<file path="src/rtl/dpram_access_ctrl.sv">
// Dual-client valid/ready initiator for an async dual-port RAM.
// Optional COLLISION_CNT_EN adds a saturating write-collision counter.
module dpram_access_ctrl #(
  parameter int ADDR_W = 3,
  parameter int DATA_W = 16
) (
  input  logic              clk,
  input  logic              rst,
  input  logic              a_req_valid,
  output logic              a_req_ready,
  input  logic              a_req_we,
  input  logic [ADDR_W-1:0] a_req_addr,
  input  logic [DATA_W-1:0] a_req_wdata,
  output logic              a_rsp_valid,
  output logic [DATA_W-1:0] a_rsp_data,
  input  logic              b_req_valid,
  output logic              b_req_ready,
  input  logic              b_req_we,
  input  logic [ADDR_W-1:0] b_req_addr,
  input  logic [DATA_W-1:0] b_req_wdata,
  output logic              b_rsp_valid,
  output logic [DATA_W-1:0] b_rsp_data,
  output logic              ram_we_a,
  output logic [ADDR_W-1:0] ram_addr_a,
  output logic [DATA_W-1:0] ram_din_a,
  input  logic [DATA_W-1:0] ram_dout_a,
  output logic              ram_we_b,
  output logic [ADDR_W-1:0] ram_addr_b,
  output logic [DATA_W-1:0] ram_din_b,
  input  logic [DATA_W-1:0] ram_dout_b
`ifdef COLLISION_CNT_EN
  ,
  output logic [15:0]       coll_cnt
`endif
);

  typedef enum logic {
    PRIO_A = 1'b0,
    PRIO_B = 1'b1
  } prio_t;

  prio_t prio_q;
  prio_t prio_d;

  logic conflict;
  logic a_acc;
  logic b_acc;
  logic rd_pend_a;
  logic rd_pend_b;
  logic [DATA_W-1:0] rd_data_a;
  logic [DATA_W-1:0] rd_data_b;

  assign conflict = a_req_valid && b_req_valid &&
                    a_req_we && b_req_we &&
                    (a_req_addr == b_req_addr);

  assign a_req_ready = !conflict || (prio_q == PRIO_A);
  assign b_req_ready = !conflict || (prio_q == PRIO_B);

  assign a_acc = a_req_valid && a_req_ready;
  assign b_acc = b_req_valid && b_req_ready;

  always_ff @(posedge clk or posedge rst) begin
    if (rst) prio_q <= PRIO_A;
    else     prio_q <= prio_d;
  end

  // Rotate the grant after every collision so neither client starves.
  always_comb begin
    prio_d = prio_q;
    if (conflict) begin
      case (prio_q)
        PRIO_A:  prio_d = PRIO_B;
        PRIO_B:  prio_d = PRIO_A;
        default: prio_d = PRIO_A;
      endcase
    end
  end

  always_ff @(posedge clk or posedge rst) begin
    if (rst) begin
      ram_we_a   <= 1'b0;
      ram_addr_a <= '0;
      ram_din_a  <= '0;
      rd_pend_a  <= 1'b0;
    end else begin
      ram_we_a  <= a_acc && a_req_we;
      rd_pend_a <= a_acc && !a_req_we;
      if (a_acc) begin
        ram_addr_a <= a_req_addr;
        ram_din_a  <= a_req_wdata;
      end
    end
  end

  always_ff @(posedge clk or posedge rst) begin
    if (rst) begin
      ram_we_b   <= 1'b0;
      ram_addr_b <= '0;
      ram_din_b  <= '0;
      rd_pend_b  <= 1'b0;
    end else begin
      ram_we_b  <= b_acc && b_req_we;
      rd_pend_b <= b_acc && !b_req_we;
      if (b_acc) begin
        ram_addr_b <= b_req_addr;
        ram_din_b  <= b_req_wdata;
      end
    end
  end

  // Write-first: a read racing the other port's write returns the new data.
  always_comb begin
    rd_data_a = ram_dout_a;
    rd_data_b = ram_dout_b;
    if (ram_we_b && (ram_addr_b == ram_addr_a))
      rd_data_a = ram_din_b;
    if (ram_we_a && (ram_addr_a == ram_addr_b))
      rd_data_b = ram_din_a;
  end

  always_ff @(posedge clk or posedge rst) begin
    if (rst) begin
      a_rsp_valid <= 1'b0;
      a_rsp_data  <= '0;
      b_rsp_valid <= 1'b0;
      b_rsp_data  <= '0;
    end else begin
      a_rsp_valid <= rd_pend_a;
      b_rsp_valid <= rd_pend_b;
      if (rd_pend_a) a_rsp_data <= rd_data_a;
      if (rd_pend_b) b_rsp_data <= rd_data_b;
    end
  end

`ifdef COLLISION_CNT_EN
  always_ff @(posedge clk or posedge rst) begin
    if (rst)
      coll_cnt <= '0;
    else if (conflict && (coll_cnt != 16'hFFFF))
      coll_cnt <= coll_cnt + 16'd1;
  end
`endif

endmodule

</file>
<file path="config.mk">
export PLATFORM = sky130hd
export DESIGN_NAME = dpram_access_ctrl
export DESIGN_NICKNAME = d
export VERILOG_FILES = /design/src/rtl/dpram_access_ctrl.sv
export SDC_FILE = /design/constraint.sdc
export NUM_CORES = 1
export LEC_CHECK = 0
export ABC_AREA = 1
export CAP_MARGIN = 20
export CORE_MARGIN = 5
export CORE_UTILIZATION = 40
export DETAILED_ROUTE_END_ITERATION = 6
export GPL_TIMING_DRIVEN = 0
export HOLD_SLACK_MARGIN = 0.08
export PLACE_DENSITY = 0.86
export SLEW_MARGIN = 15
export SYNTH_ARGS = -nofsm -noshare
export SYNTH_HDL_FRONTEND = slang
export SYNTH_SLANG_ARGS = --single-unit
</file>
<file path="constraint.sdc">
create_clock -name clk -period 2.9 [get_ports clk]
set_input_delay 0.725 -clock clk [delete_from_list [all_inputs] [get_ports clk]]
set_output_delay 0.725 -clock clk [all_outputs]
set_load 0.05 [all_outputs]
</file>
* Word-level counts from Yosys, hierarchy flattened
Index checks and enable logic that the tools add are counted.
** Storage, ports and cells
- Flip-flop bits (word level) :: 77
- Bits of input ports :: 76
- Word-level logic and storage cells :: 37
** Operators by class
- Equal/unequal tests :: 3
- Multiplexer cells :: 3
- Bitwise gates (word level) :: 1
- Reduce and logical (&&, ||, !) cells :: 17
** Operators by type and width (count)
- 16-bit two-way mux :: 2
- 1-bit logical AND :: 12
- 3-bit equality test :: 3
- 1-bit logical NOT :: 3
- 1-bit logical OR :: 2
- 1-bit case mux with 2 select lines :: 1
- 1-bit inverter :: 1

* Depth between registers and ports, before layout
- Depth in word-level cells :: 8
- Mapped depth :: 9
- Gate-level depth less buffers :: 8

* Worst setup path before layout
OpenSTA, ideal clock, no wires.
- Path kind :: input port to output port
- Start :: input a_req_addr[2]
- End :: output b_req_ready
- Data arrival time :: 1.408 ns
- Data required time :: 2.175 ns
- Path slack :: 0.767 ns
- Stages on the path :: 6
- Buffers on the path :: 1
- Cells stage by stage :: nand2_1 inv_1 nor2_1 nor2_2 nand3_1 buf_2
** On the way
- Cells in the longest elaborated chain, start to end :: 4
** RTL lines
- from (decl) :: RTL line 12 : input logic [ADDR_W-1:0] a_req_addr,
- 3-bit equality test :: RTL line 55 : (a_req_addr == b_req_addr);
- 1-bit logical AND :: RTL line 54 : a_req_we && b_req_we &&
- 1-bit logical NOT :: RTL line 58 : assign b_req_ready = !conflict || (prio_q == PRIO_B);
- 1-bit logical OR :: RTL line 58
- to (decl) :: RTL line 17 : output logic b_req_ready,
No other way between the ends.

* Final worst setup path
- Start :: input b_req_we
- End :: output b_req_ready
** On the way
- Cells in the longest elaborated chain, start to end :: 4
** RTL lines
- from (decl) :: RTL line 18 : input logic b_req_we,
- 1-bit logical AND (2 in series) :: RTL line 54
- 1-bit logical NOT :: RTL line 58
- 1-bit logical OR :: RTL line 58
No other way between the ends.

==> impl_results.md <==
* Status: finished, final reports clean
* Final worst path period share at 97.6%
* First-pass GRT wire length at 19.4 mm
* Final wirelength at 11.9 mm
* P per Cell Area at 568 mW/mm²
* Async set or reset register ratio after synthesis at 100%
* Synth Warn # at 0
* Yosys cell types at 17
* R2R depth at 5
* Ratio of cells with drive above 1 in the final layout at 7.20%
* Count leader, synth: nand2_1
* Top_reg_cell synth: dfrtp_1
* Sequential area share after synthesis at 51.2%
* Max-slew violations at 0
* Worst R2R Setup Slack at 1.30 ns
* Hold path cells at 0
* First-pass iteration count of the detailed router at 5
* Crit path max-delay family: buffers and inverters
* Seq pwr share at 40.1%
* Min-delay src: rd_pend_b$_DFF_PP0_
* R2R Path End: a_rsp_data[0]$_DFFE_PP0P_
* Cell count after synthesis at 485
* Fin. Hold Viols at 0
* Fmax at 0.353 GHz
* Sw frac at 38.2%
* Root Buffer: clkbuf_8
* H-Tree Level Count at 3
* CP bufs+invs at 3
* Post-DP HPWL at 9.29 mm
* Worst-path cell chain: clkdlybuf4s50_1 > nand4_1 > nor2_2 > nand3_2 > buf_4 > clkbuf_4
* Worst EP required at 2.17 ns
* Die Span Y at 107 µm
* Max transition margin at 63.3%
* Stages on worst setup path at 6
* Post-synth EDFFs at 0
* Vias in the first global route at 3,889
* Drt wl/cell at 15.6 µm
* Worst-case clock buffer depth at 2
* WHS at 0.392 ns
* Die area at 0.0114 mm²
* Clock sink count at 77
* Worst flop-to-flop path startpoint: ram_we_b$_DFF_PP0_
* VDD IR-drop max at 260 µV
* Port Buffer Count at 151
* Util after Layout at 61.4%
* Core Box Area at 0.00920 mm²
* Worst skew pair latency at 0.34 ns
* Width of the die at 107 µm
* Clock skew at 0.0145 ns
* Fin crit period at 2.83 ns
* Commonest cells post-synth: nand2_1 (183), dfrtp_1 (77), inv_1 (75)
* Ports at 152
* Worst-path clk slew at 0.07 ns
* Worst Setup End Kind: output pin
* Max FO, Critical Path at 10
* Site Rows at 35
* Placer Congestion at 0.934
* Initial drt markers at 252
* Crit-path max cell delay at 0.52 ns
* Final #Nets at 725
* Synth area leaders: dfrtp_1 (51%), nand2_1 (18%), nand3_1 (9.6%), inv_1 (7.5%), nand4_1 (5.5%)
* Final Setup Violations at 0
* Largest net degree at the start of global routing at 58
* Cell Int Power at 1980 µW
* CP max stage cell: clkdlybuf4s50_1
* Measured slew at the worst slew-check pin at 0.549 ns
* Yosys reg bits at 77
* CP startpoint kind: input port
* Total power at 3210 µW
* Grt ovf at 0
* Hold Path Sink: b_rsp_valid$_DFF_PP0_
* Min-delay worst type: flop to flop
* Via/cell ratio at 4.97
* Via count at 3,794
* Residual DRC at 0
* Overall Global Routing Usage at 21.3%
* # Max-Cap Violations at 0
* Mapped cell area at 0.00376 mm²
* Synthesis-to-finish area growth at 50.1%
* Mean Syn Cell Area at 7.75 µm²
* Num CTS Buffers at 9
* Setup CP Type: input port to output pin
* Clock power frac at 24.5%
* Sw Pwr at 1220 µW
* CTS tree: done
* Initial antenna violation count at 0
* Leak at 0.00291 µW
* Mapped Nets at 561
* Post-DRT Antenna Nets at 0
* Power share of the combinational group at 35.4%
* Area leader, netlist: dfrtp_1
* Initial Utilization at 40.9%
* Yosys top cell area share at 51.2%
* ANT cells at 0
* Setup_tns at 0 ns
* Worst Path Arrival at 2.11 ns
registers in the layout, indices dropped and copies added, names as in the netlist:
| name | cells |
|---|---|
| a_rsp_data | 16 |
| a_rsp_valid | 1 |
| b_rsp_data | 16 |
| b_rsp_valid | 1 |
| prio_q | 1 |
| ram_addr_a | 3 |
| ram_addr_b | 3 |
| ram_din_a | 16 |
| ram_din_b | 16 |
| ram_we_a | 1 |
| ram_we_b | 1 |
| rd_pend_a | 1 |
| rd_pend_b | 1 |
worst reg2reg max path, cell delays in order (launching register included):
cell and delay, ns:
dfrtp_1 0.35, clkbuf_1 0.39, buf_1 0.43, nand4_1 0.18
nand3_1 0.11, nand2_1 0.06
worst max-delay path by stage:
stage	from	endpoint	slack, ns
floorplan	rst	a_rsp_data[0]$_DFFE_PP0P_	0.21
finish	b_req_we	b_req_ready	0.07
global route	a_req_addr[2]	b_req_ready	-0.004
CTS	a_req_addr[2]	a_req_ready	0.02
global placement	rst	prio_q$_DFFE_PP0N_	-0.96
detailed placement	a_req_addr[2]	a_req_ready	-0.53
cell families after synthesis:
group / synth area share, %
buffers and inverters: 11.7
flip-flops: 51.2
XOR/XNOR: 1.20
AND/OR/NAND/NOR: 35.8
power by group through the flow:
stage	logic [µW]	registers (µW)	clock network (µW)
after floorplan	282	1700	0
after global placement	1110	1300	0
after detailed placement	1130	1310	0
after CTS	1140	1290	797
after global routing	1200	1300	852
final	1130	1290	786
per-layer routing:
layer  share of wire, %  vias to the layer above  track usage (%)
met5                  0                        -                0
met4                3.1                        0             7.76
met3                5.1                       29             4.33
met2                 51                      141             36.6
met1                 41                     1792             26.7
li1                   -                     1832                -
layout make-up:
class	count	area (µm²)
Inverter	75	284
Tap cell	111	139
Buffer	30	164
Timing Repair Buffer	153	1540
Sequential cell	77	1930
Clock inverter	5	52.6
Multi-Input combinational cell	303	1410
Fill cell	788	3550
Clock buffer	10	128
stage by stage:
step,instance area (µm²),instances,setup WS [ns]
2_1_floorplan,3760,485,0.208
3_5_place_dp,5440,748,-0.529
6_report,5640,764,0.0697
4_1_cts,5610,763,0.0179
5_1_grt,5640,764,-0.00373
3_3_place_gp,5410,747,-0.959
cells in the final DEF (no fill, tap or decap):
cell / count
nand3_1: 70
buf_4: 8
inv_1: 74
nand4_1: 33
nand3_2: 2
buf_16: 1
dlymetal6s2s_1: 1
xor2_1: 2
clkinvlp_4: 1
clkbuf_1: 8
bufinv_16: 1
clkbuf_8: 9
xnor2_4: 1
nor2_2: 2
buf_6: 2
clkbuf_4: 1
buf_2: 11
clkdlybuf4s50_1: 148
nand2_1: 183
clkinv_2: 3
nand3_4: 2
dfrtp_1: 77
inv_4: 1
nand2_2: 1
buf_1: 4
nor2_1: 6
nor2_8: 1
repair_timing:
action / CTS / global route
setup buffers: 0 / 1
pin swaps: 0 / 1
resized for setup: 10 / 11
hold buffers: 0 / 0
setup endpoints to repair: 2 / 2
(Power assumes the default switching activity.)
==> variant (config.mk and constraints unchanged) <==
The parameter `ADDR_W` goes from 3 to 5.
--- a/src/rtl/dpram_access_ctrl.sv
+++ b/src/rtl/dpram_access_ctrl.sv
@@ -1,7 +1,7 @@
 // Dual-client valid/ready initiator for an async dual-port RAM.
 // Optional COLLISION_CNT_EN adds a saturating write-collision counter.
 module dpram_access_ctrl #(
-  parameter int ADDR_W = 3,
+  parameter int ADDR_W = 5,
   parameter int DATA_W = 16
 ) (
   input  logic              clk,
Interface: changed (resized a_req_addr, b_req_addr, ram_addr_a and ram_addr_b); port bits go from 152 to 160. No check against the original RTL was run, so the function may have changed too.
==> variant against the unedited design <==
- routed wire length grew 4.0%
- cell count is 7.7% higher
- power up 0.24%
- global-route usage down 0.66 points
- synthesized cell count increased by 4.9%
- worst setup slack worse by 0.0037 ns
- sequential power is 4% higher
- sequential cell count grew 4
- area after synthesis is 4.8% higher
- design area grew 6.0%
- via count grew 5.5%
- highest routed layer unchanged
==> variant: results (changes against the unedited design) <==
| Metric | Value |
|---|---|
| Met2 Wirelength | `6.281 mm (+4.4%)` |
| Pin count of the biggest net entering global routing | `55 (-5.2%)` |
| Worst hold start | `rd_pend_a` |
| Placer congestion estimate | `0.9120 (-2.4%)` |
| Via density | `4.863 (-2.1%)` |
| Syn_nets | `589 (+5.0%)` |
| Commonest cells post-synth | `nand2_1 (191), dfrtp_1 (81), nand3_1 (75)` |
| Slew at the pin with the worst max-slew slack | `0.5501 ns (+0.001052 ns)` |
| IO buf count | `159 (+5.3%)` |
| Lkg Pwr | `3.040 nW (+4.6%)` |
| R2r endpoint | `a_rsp_data[3]` |
| Met3 usage | `3.197% (-1.1 points)` |
| R2r startpoint | `ram_addr_b[1]` |
| WL met1 | `5.065 mm (+3.0%)` |
| Peak VDD IR | `0.2052 mV (-21%)` |
| CP max FO | `7 (-3)` |
| Worst hold margin | `0.3912 ns (-0.001279 ns)` |
| Status | `finished clean` |
| Clk_skew | `0.01063 ns (-0.003865 ns)` |
| Dpl cells | `802 (+7.2%)` |
| HPWL Detailed | `9.873 mm (+6.3%)` |
| FF-to-FF path depth | `7 (+2)` |
| Total wire length | `12.38 mm (+4.0%)` |
| Share of cells above drive strength 1 | `7.391% (+0.19 points)` |
| Met3 Routed Length | `686 um (+14%)` |
| Setup WS pre-CTS | `-0.7346 ns (-0.2056 ns)` |
| DP Area | `5727 um^2 (+5.3%)` |
| Iter 0 DRT Violations | `222 (-12%)` |
| Total GRT Usage | `20.69% (-0.66 points)` |
| Avg Cell Area, Syn | `7.738 um^2 (-0.18%)` |
| Synth cell types | `21 (+4)` |
| Met2 GRT Util | `35.00% (-1.6 points)` |
-- variant: area by class of cell --
| cell class | instances | area [um^2] |
|---|---|---|
| Timing Repair Buffer | 167 | 1668 |
| Clock buffer | 13 | 168.9 |
| Inverter | 76 | 287.8 |
| Sequential cell | 81 | 2027 |
| Buffer | 29 | 156.4 |
| Multi-Input combinational cell | 322 | 1495 |
| Clock inverter | 2 | 12.51 |
| Tap cell | 133 | 166.4 |
| Fill cell | 810 | 3702 |
-- variant: kinds of logic (layout without fill, tap and decap cells) --
logic type	after synthesis	count (layout)	synth area share [%]
and+or+nand+nor	314	314	35.83
buffers and inverters	106	287	11.18
DFF	81	81	51.46
xor gates and xnor gates	5	5	1.112
AOI/OAI and AO/OA	3	3	0.4131
-- variant: power by group --
group	total [mW]	leakage (nW)	internal, mW	switching (mW)
combinational	1.12	1.95	0.393	0.729
clock	0.753	0.0915	0.376	0.377
sequential	1.34	0.995	1.25	0.0899
total	3.21	3.04	2.02	1.20
-- variant: worst max path at each step --
stage / start / to / slack, ns / cells past startpoint
after floorplan: rst / a_rsp_data[0] / 0.09 / 1
after global placement: rst / ram_din_a[4] / -1.10 / 2
after detailed placement: b_req_valid / a_req_ready / -0.73 / 6
after CTS: a_req_we / a_req_ready / -0.01 / 6
after global routing: b_req_addr[0] / a_req_ready / -0.01 / 8
final: a_req_addr[0] / a_req_ready / 0.07 / 6
-- variant: timing repair --
| item | in CTS | in global routing |
|---|---|---|
| resized for setup | 20 | 2 |
| setup buffers | 0 | 7 |
| pin swaps | 1 | 3 |
| setup endpoints to repair | 2 | 2 |
-- variant: worst max-delay path, delay by kind of cell --
family | cells | cell delay [ns]
simple gates | 2 | 0.42
buf+inv | 3 | 0.85
compound gates | 1 | 0.12
